--- config.mk ---
export PLATFORM = sky130hd
export DESIGN_NAME = seq_playback_ctrl_flat
export DESIGN_NICKNAME = d
export VERILOG_FILES = /design/src/rtl/seq_playback_ctrl_if.sv /design/src/rtl/seq_playback_ctrl.sv /design/src/flat_wrapper.sv
export SDC_FILE = /design/constraint.sdc
export NUM_CORES = 1
export LEC_CHECK = 0
export BUFFER_PORTS_ARGS = -buffer_cell sky130_fd_sc_hd__clkbuf_2
export CELL_PAD_IN_SITES_DETAIL_PLACEMENT = 0
export CELL_PAD_IN_SITES_GLOBAL_PLACEMENT = 1
export CORE_ASPECT_RATIO = 1.25
export CORE_MARGIN = 1
export CORE_UTILIZATION = 27
export DETAILED_ROUTE_END_ITERATION = 7
export PLACE_DENSITY_LB_ADDON = 0.1
export SETUP_SLACK_MARGIN = 0.2
export SLEW_MARGIN = 15
export SYNTH_ARGS = -nofsm -noshare
export SYNTH_HDL_FRONTEND = slang
export SYNTH_SLANG_ARGS = --single-unit
--- constraint.sdc ---
create_clock -name CLK_50 -period 3.3 [get_ports CLK_50]
set_input_delay 0.495 -clock CLK_50 [delete_from_list [all_inputs] [get_ports CLK_50]]
set_output_delay 0.495 -clock CLK_50 [all_outputs]
set_load 0.005 [all_outputs]
--- src/rtl/seq_playback_ctrl_if.sv ---
// Memory-side bus of the playback controller: taglist RAM read port and sequence ROM read port.
interface seq_playback_ctrl_if #(
  parameter int unsigned ADDR_W = 10,
  parameter int unsigned SEQ_W  = 6
);
  logic [SEQ_W-1:0]  tag_rd_addr;
  logic [ADDR_W-1:0] tag_rd_data;
  logic [ADDR_W-1:0] rom_addr;
  logic [1:0]        rom_end;

  modport master (output tag_rd_addr, output rom_addr, input tag_rd_data, input rom_end);
  modport slave  (input tag_rd_addr, input rom_addr, output tag_rd_data, output rom_end);
endinterface

--- src/rtl/seq_playback_ctrl.sv ---
// Sequence playback controller: debounced up/down buttons select a sequence,
// its start address is fetched from the taglist RAM and the ROM is stepped per tick.
module seq_playback_ctrl #(
  parameter int unsigned ADDR_W       = 10,
  parameter int unsigned SEQ_W        = 6,
  parameter int unsigned NUM_SEQ      = 64,
  parameter int unsigned DEBOUNCE_CYC = 16
) (
  input  logic                 CLK_50,
  input  logic                 reset,
  input  logic                 pb_seq_up,
  input  logic                 pb_seq_dn,
  input  logic                 step_tick,
  seq_playback_ctrl_if.master  mem,
  output logic [SEQ_W-1:0]     seq_num,
  output logic                 playing,
  output logic                 seq_changed
);

  localparam int unsigned CNT_W = $clog2(DEBOUNCE_CYC + 1);

  typedef enum logic [2:0] {ST_LOAD, ST_CAPT, ST_SETTLE, ST_PLAY, ST_HALT} state_e;

  state_e                   state_q, state_d;
  logic [1:0]               sync1_q, sync1_d, sync2_q, sync2_d;
  logic [1:0]               lvl_q, lvl_d, lvl_prev_q, lvl_prev_d;
  logic [1:0][CNT_W-1:0]    cnt_q, cnt_d;
  logic [SEQ_W-1:0]         seq_q, seq_d, tag_addr_q, tag_addr_d;
  logic [ADDR_W-1:0]        rom_addr_q, rom_addr_d, start_q, start_d;
  logic                     playing_q, playing_d, changed_q, changed_d;
  logic [1:0]               req;
  logic                     accept;

  // Per-button synchronizer and debouncer; bit 0 = up, bit 1 = down.
  always_comb begin
    sync1_d    = {pb_seq_dn, pb_seq_up};
    sync2_d    = sync1_q;
    lvl_d      = lvl_q;
    cnt_d      = cnt_q;
    lvl_prev_d = lvl_q;
    for (int i = 0; i < 2; i++) begin
      if (sync2_q[i] != lvl_q[i]) begin
        if (cnt_q[i] == CNT_W'(DEBOUNCE_CYC - 1)) begin
          lvl_d[i] = sync2_q[i];
          cnt_d[i] = '0;
        end else begin
          cnt_d[i] = cnt_q[i] + CNT_W'(1);
        end
      end else begin
        cnt_d[i] = '0;
      end
    end
    req = lvl_q & ~lvl_prev_q;
  end

  assign accept = req[0] ^ req[1];

  // Sequence selection and playback FSM; a button request overrides any state and any tick.
  always_comb begin
    state_d    = state_q;
    seq_d      = seq_q;
    tag_addr_d = tag_addr_q;
    rom_addr_d = rom_addr_q;
    start_d    = start_q;
    changed_d  = 1'b0;
    if (accept) begin
      if (req[0]) begin
        seq_d = (seq_q == SEQ_W'(NUM_SEQ - 1)) ? '0 : seq_q + SEQ_W'(1);
      end else begin
        seq_d = (seq_q == '0) ? SEQ_W'(NUM_SEQ - 1) : seq_q - SEQ_W'(1);
      end
      tag_addr_d = seq_d;
      changed_d  = 1'b1;
      state_d    = ST_LOAD;
    end else begin
      case (state_q)
        ST_LOAD:   state_d = ST_CAPT;
        ST_CAPT: begin
          start_d    = mem.tag_rd_data;
          rom_addr_d = mem.tag_rd_data;
          state_d    = ST_SETTLE;
        end
        ST_SETTLE: state_d = ST_PLAY;
        ST_PLAY: begin
          if (step_tick) begin
            case (mem.rom_end)
              2'b11: begin
                rom_addr_d = start_q;
                state_d    = ST_SETTLE;
              end
              2'b01:   state_d = ST_HALT;
              default: begin
                rom_addr_d = rom_addr_q + ADDR_W'(1);
                state_d    = ST_SETTLE;
              end
            endcase
          end
        end
        ST_HALT:   state_d = ST_HALT;
        default:   state_d = ST_LOAD;
      endcase
    end
    playing_d = (state_d == ST_SETTLE) || (state_d == ST_PLAY);
  end

  always_ff @(posedge CLK_50) begin
    if (reset) begin
      state_q    <= ST_LOAD;
      sync1_q    <= '0;
      sync2_q    <= '0;
      lvl_q      <= '0;
      lvl_prev_q <= '0;
      cnt_q      <= '0;
      seq_q      <= '0;
      tag_addr_q <= '0;
      rom_addr_q <= '0;
      start_q    <= '0;
      playing_q  <= 1'b0;
      changed_q  <= 1'b0;
    end else begin
      state_q    <= state_d;
      sync1_q    <= sync1_d;
      sync2_q    <= sync2_d;
      lvl_q      <= lvl_d;
      lvl_prev_q <= lvl_prev_d;
      cnt_q      <= cnt_d;
      seq_q      <= seq_d;
      tag_addr_q <= tag_addr_d;
      rom_addr_q <= rom_addr_d;
      start_q    <= start_d;
      playing_q  <= playing_d;
      changed_q  <= changed_d;
    end
  end

  assign mem.tag_rd_addr = tag_addr_q;
  assign mem.rom_addr    = rom_addr_q;
  assign seq_num         = seq_q;
  assign playing         = playing_q;
  assign seq_changed     = changed_q;

endmodule

--- src/flat_wrapper.sv ---
// flat-port wrapper written by rule: the top's interface ports become plain ports
module seq_playback_ctrl_flat 
#(
  parameter int unsigned ADDR_W       = 10,
  parameter int unsigned SEQ_W        = 6,
  parameter int unsigned NUM_SEQ      = 64,
  parameter int unsigned DEBOUNCE_CYC = 16
)
  (CLK_50, reset, pb_seq_up, pb_seq_dn, step_tick, seq_num, playing, seq_changed, mem_tag_rd_addr, mem_rom_addr, mem_tag_rd_data, mem_rom_end);
  seq_playback_ctrl_if #(.ADDR_W(ADDR_W), .SEQ_W(SEQ_W)) mem_i ();
  input  logic CLK_50;
  input  logic reset;
  input  logic pb_seq_up;
  input  logic pb_seq_dn;
  input  logic step_tick;
  output logic [SEQ_W-1:0] seq_num;
  output logic playing;
  output logic seq_changed;
  output wire logic [$bits(mem_i.tag_rd_addr)-1:0] mem_tag_rd_addr;
  output wire logic [$bits(mem_i.rom_addr)-1:0] mem_rom_addr;
  input wire logic [$bits(mem_i.tag_rd_data)-1:0] mem_tag_rd_data;
  input wire logic [$bits(mem_i.rom_end)-1:0] mem_rom_end;
  assign mem_tag_rd_addr = mem_i.tag_rd_addr;
  assign mem_rom_addr = mem_i.rom_addr;
  assign mem_i.tag_rd_data = mem_tag_rd_data;
  assign mem_i.rom_end = mem_rom_end;
  seq_playback_ctrl #(.ADDR_W(ADDR_W), .SEQ_W(SEQ_W), .NUM_SEQ(NUM_SEQ), .DEBOUNCE_CYC(DEBOUNCE_CYC)) u_core (.CLK_50(CLK_50), .reset(reset), .pb_seq_up(pb_seq_up), .pb_seq_dn(pb_seq_dn), .step_tick(step_tick), .mem(mem_i), .seq_num(seq_num), .playing(playing), .seq_changed(seq_changed));
endmodule
==> impl_metrics.ini <==
[run_status]
status = complete, no violations

[timing]
fin_ws_ps = 1370
finalCriticalPeriod_ps = 1930
finalHoldViolCount = 0
worstMarginPinSlew_ps = 755
setup_violations = 0
finalClockSkew_ps = 9.26
fin_setup_tns_ps = 0
finalCritPeriodShare = 0.584
relSlewSlack = 0.495
rsz0062_at_grt = no
fmax_mhz = 519
drv_slew = 0

[global_route]
grt_max_degree = 26
grt_pass1_vias = 1908
antenna_found_initial = 0
grt_usage = 0.134
grt_overflow = 0
grt_pass1_wl_um = 9670

[synth]
synth.top_cells.by_area = dfxtp_1, nor2_1, mux2i_1
ys_warn_count = 0
synth_area_per_cell_um2 = 8.79
syn_inst = 275
synth_edf_count = 0
async_reset_ff_frac = 0
synthesis.nets = 300
ys.flop_type = dfxtp_1
netlist.area_leader.share = 0.406
synth_top_area_cell = dfxtp_1
yosysSeqAreaShare = 0.406
synth_most_common_cell = dfxtp_1
yosys_register_bits = 49
synth_common_cells = dfxtp_1, nor2_1, nand2_1
ys_types = 42
synth_area_um2 = 2420

[layout]
drive_above_1_share = 0.176
syn2layout_area_growth_pct = 14.5
n_antenna_cell = 0
final_nets = 330
fin_util = 0.318

[floorplan]
initial_utilization = 0.278
coreArea_um2 = 8700
die_w_um = 86.7
ios = 41
die-area_um2 = 9340
die_h_um = 108
rows = 38

[place]
place.gp.congestion = 0.692
hpwl_um = 4060
post-place-ws_ps = 1290
port_buffers = 40

[hold_path]
hp-start = pb_seq_dn
hold_class = input port to register
min_path_cells = 2
hold_end = u_core.sync1_q[1]

[cts]
cts_sinks = 49
ctsHoldBuffers = 0
htree_num_levels = 2
clk_latency_ps = 310
cts_tree = yes
clockRootBuffer = clkbuf_8
cts_resized = 0
clk_pin_slew_ps = 110
cts_setup_buffers = 0
cts_buffer_depth = 2
cts_buffers = 5

[power_and_ir_drop]
p_per_area_nw_per_um2 = 438
vdd_drop_max_v = 0.000237
leakage_nw = 1.11
fin_total_pwr_mw = 1.21

[worst_setup_path]
r2r-end = u_core.mem.rom_addr[8]
cp_max_fo = 18
end_kind = register
rr_worst_depth = 5
path_class = register to register
r2r_start = u_core.lvl_prev_d[0]
cp.arrival_ps = 2150
reg2reg_slack_ps = 1370
crit_required_ps = 3530
cp-start-kind = register

[detailed_routing]
route.detailed.drc = 0
drt_iter0_markers = 47
via_count = 1991
vias_per_cell = 4.67
wl_per_cell_um = 13.7
drt_pass1_iterations = 4
wirelength_um = 5820
ant_nets = 0

[flow_run]
drv_cap = 0
state kept, by name, summed over array words and instances, names as in the netlist:
signal	cells
u_core.state_q	3
u_core.seq_changed	1
u_core.playing	1
u_core.lvl_prev_d	2
u_core.cnt_q	10
u_core.sync1_q	2
u_core.sync2_q	2
u_core.lvl_prev_q	2
u_core.start_q	10
u_core.mem.rom_addr	10
u_core.mem.tag_rd_addr	6
worst max path at each step:
stage	from	end	slack, ps	cells after the start
finish	u_core.lvl_prev_d[0]	u_core.mem.rom_addr[8]	1370	5
floorplan	mem_rom_end[0]	u_core.mem.rom_addr[1]	1800	6
global route	u_core.lvl_prev_d[1]	u_core.mem.rom_addr[5]	1140	5
global placement	mem_rom_end[0]	u_core.mem.rom_addr[0]	1330	6
CTS	u_core.lvl_prev_d[0]	u_core.mem.rom_addr[8]	1360	5
detailed placement	mem_rom_end[0]	u_core.mem.rom_addr[8]	1290	6
kinds of logic (layout without fill, tap and decap cells):
| kind of cell | count (synthesis) | in the layout | synth area share |
|---|---|---|---|
| fa+ha+maj | 8 | 8 | 0.0414 |
| buf+inv | 26 | 57 | 0.0595 |
| xor+xnor | 17 | 17 | 0.0616 |
| simple gates | 104 | 104 | 0.217 |
| flops | 49 | 49 | 0.406 |
| compound gates | 56 | 56 | 0.153 |
| mux | 15 | 15 | 0.0621 |
cell usage in the layout (no fill, tap or decap), drive strengths merged, types with 8 or more instances in the layout:
| master | synthesis | routed |
|---|---|---|
| clkbuf | 8 | 45 |
| dfxtp | 49 | 49 |
| xnor2 | 9 | 9 |
| nor2 | 42 | 42 |
| a211oi | 10 | 10 |
| nand3 | 10 | 10 |
| ha | 8 | 8 |
| a21oi | 12 | 12 |
| nor2b | 8 | 8 |
| xor2 | 8 | 8 |
| mux2i | 15 | 15 |
| o21ai | 13 | 13 |
| nand2 | 18 | 18 |
stage by stage:
| stage | hold slack [ps] | area, µm² | std cells |
|---|---|---|---|
| detailed placement | 425 | 2670 | 418 |
| global placement | 428 | 2670 | 418 |
| finish | 398 | 2770 | 426 |
| floorplan | 414 | 2420 | 275 |
| CTS | 398 | 2770 | 426 |
| global route | 391 | 2770 | 426 |
cell type report:
| cell class | instances | area, µm² |
|---|---|---|
| Clock buffer | 5 | 68.8 |
| Tap cell | 120 | 150 |
| Inverter | 7 | 26.3 |
| Fill cell | 938 | 5930 |
| Multi-Input combinational cell | 200 | 1290 |
| Timing Repair Buffer | 42 | 215 |
| Clock inverter | 3 | 33.8 |
| Sequential cell | 49 | 981 |
routing by layer:
metal / global-route usage / up-vias / wire (µm)
met1: 0.166 / 933 / 2700
met5: 0 / - / 0
met2: 0.238 / 38 / 2910
li1: - / 1015 / -
met3: 0.0207 / 5 / 138
met4: 0.0357 / 0 / 70
critical path: stages (launching register included):
cell and delay [ps]:
dfxtp_1 360, and2b_2 250, nand2_1 210, and4_1 680
nor2_1 90, a311oi_1 250
power by group:
part / internal, mW / total [mW] / switching, mW
combinational: 0.0720 / 0.157 / 0.0851
sequential: 0.621 / 0.658 / 0.0369
clock: 0.159 / 0.396 / 0.238
total: 0.852 / 1.21 / 0.360
Power figures use the tool's default switching activity.
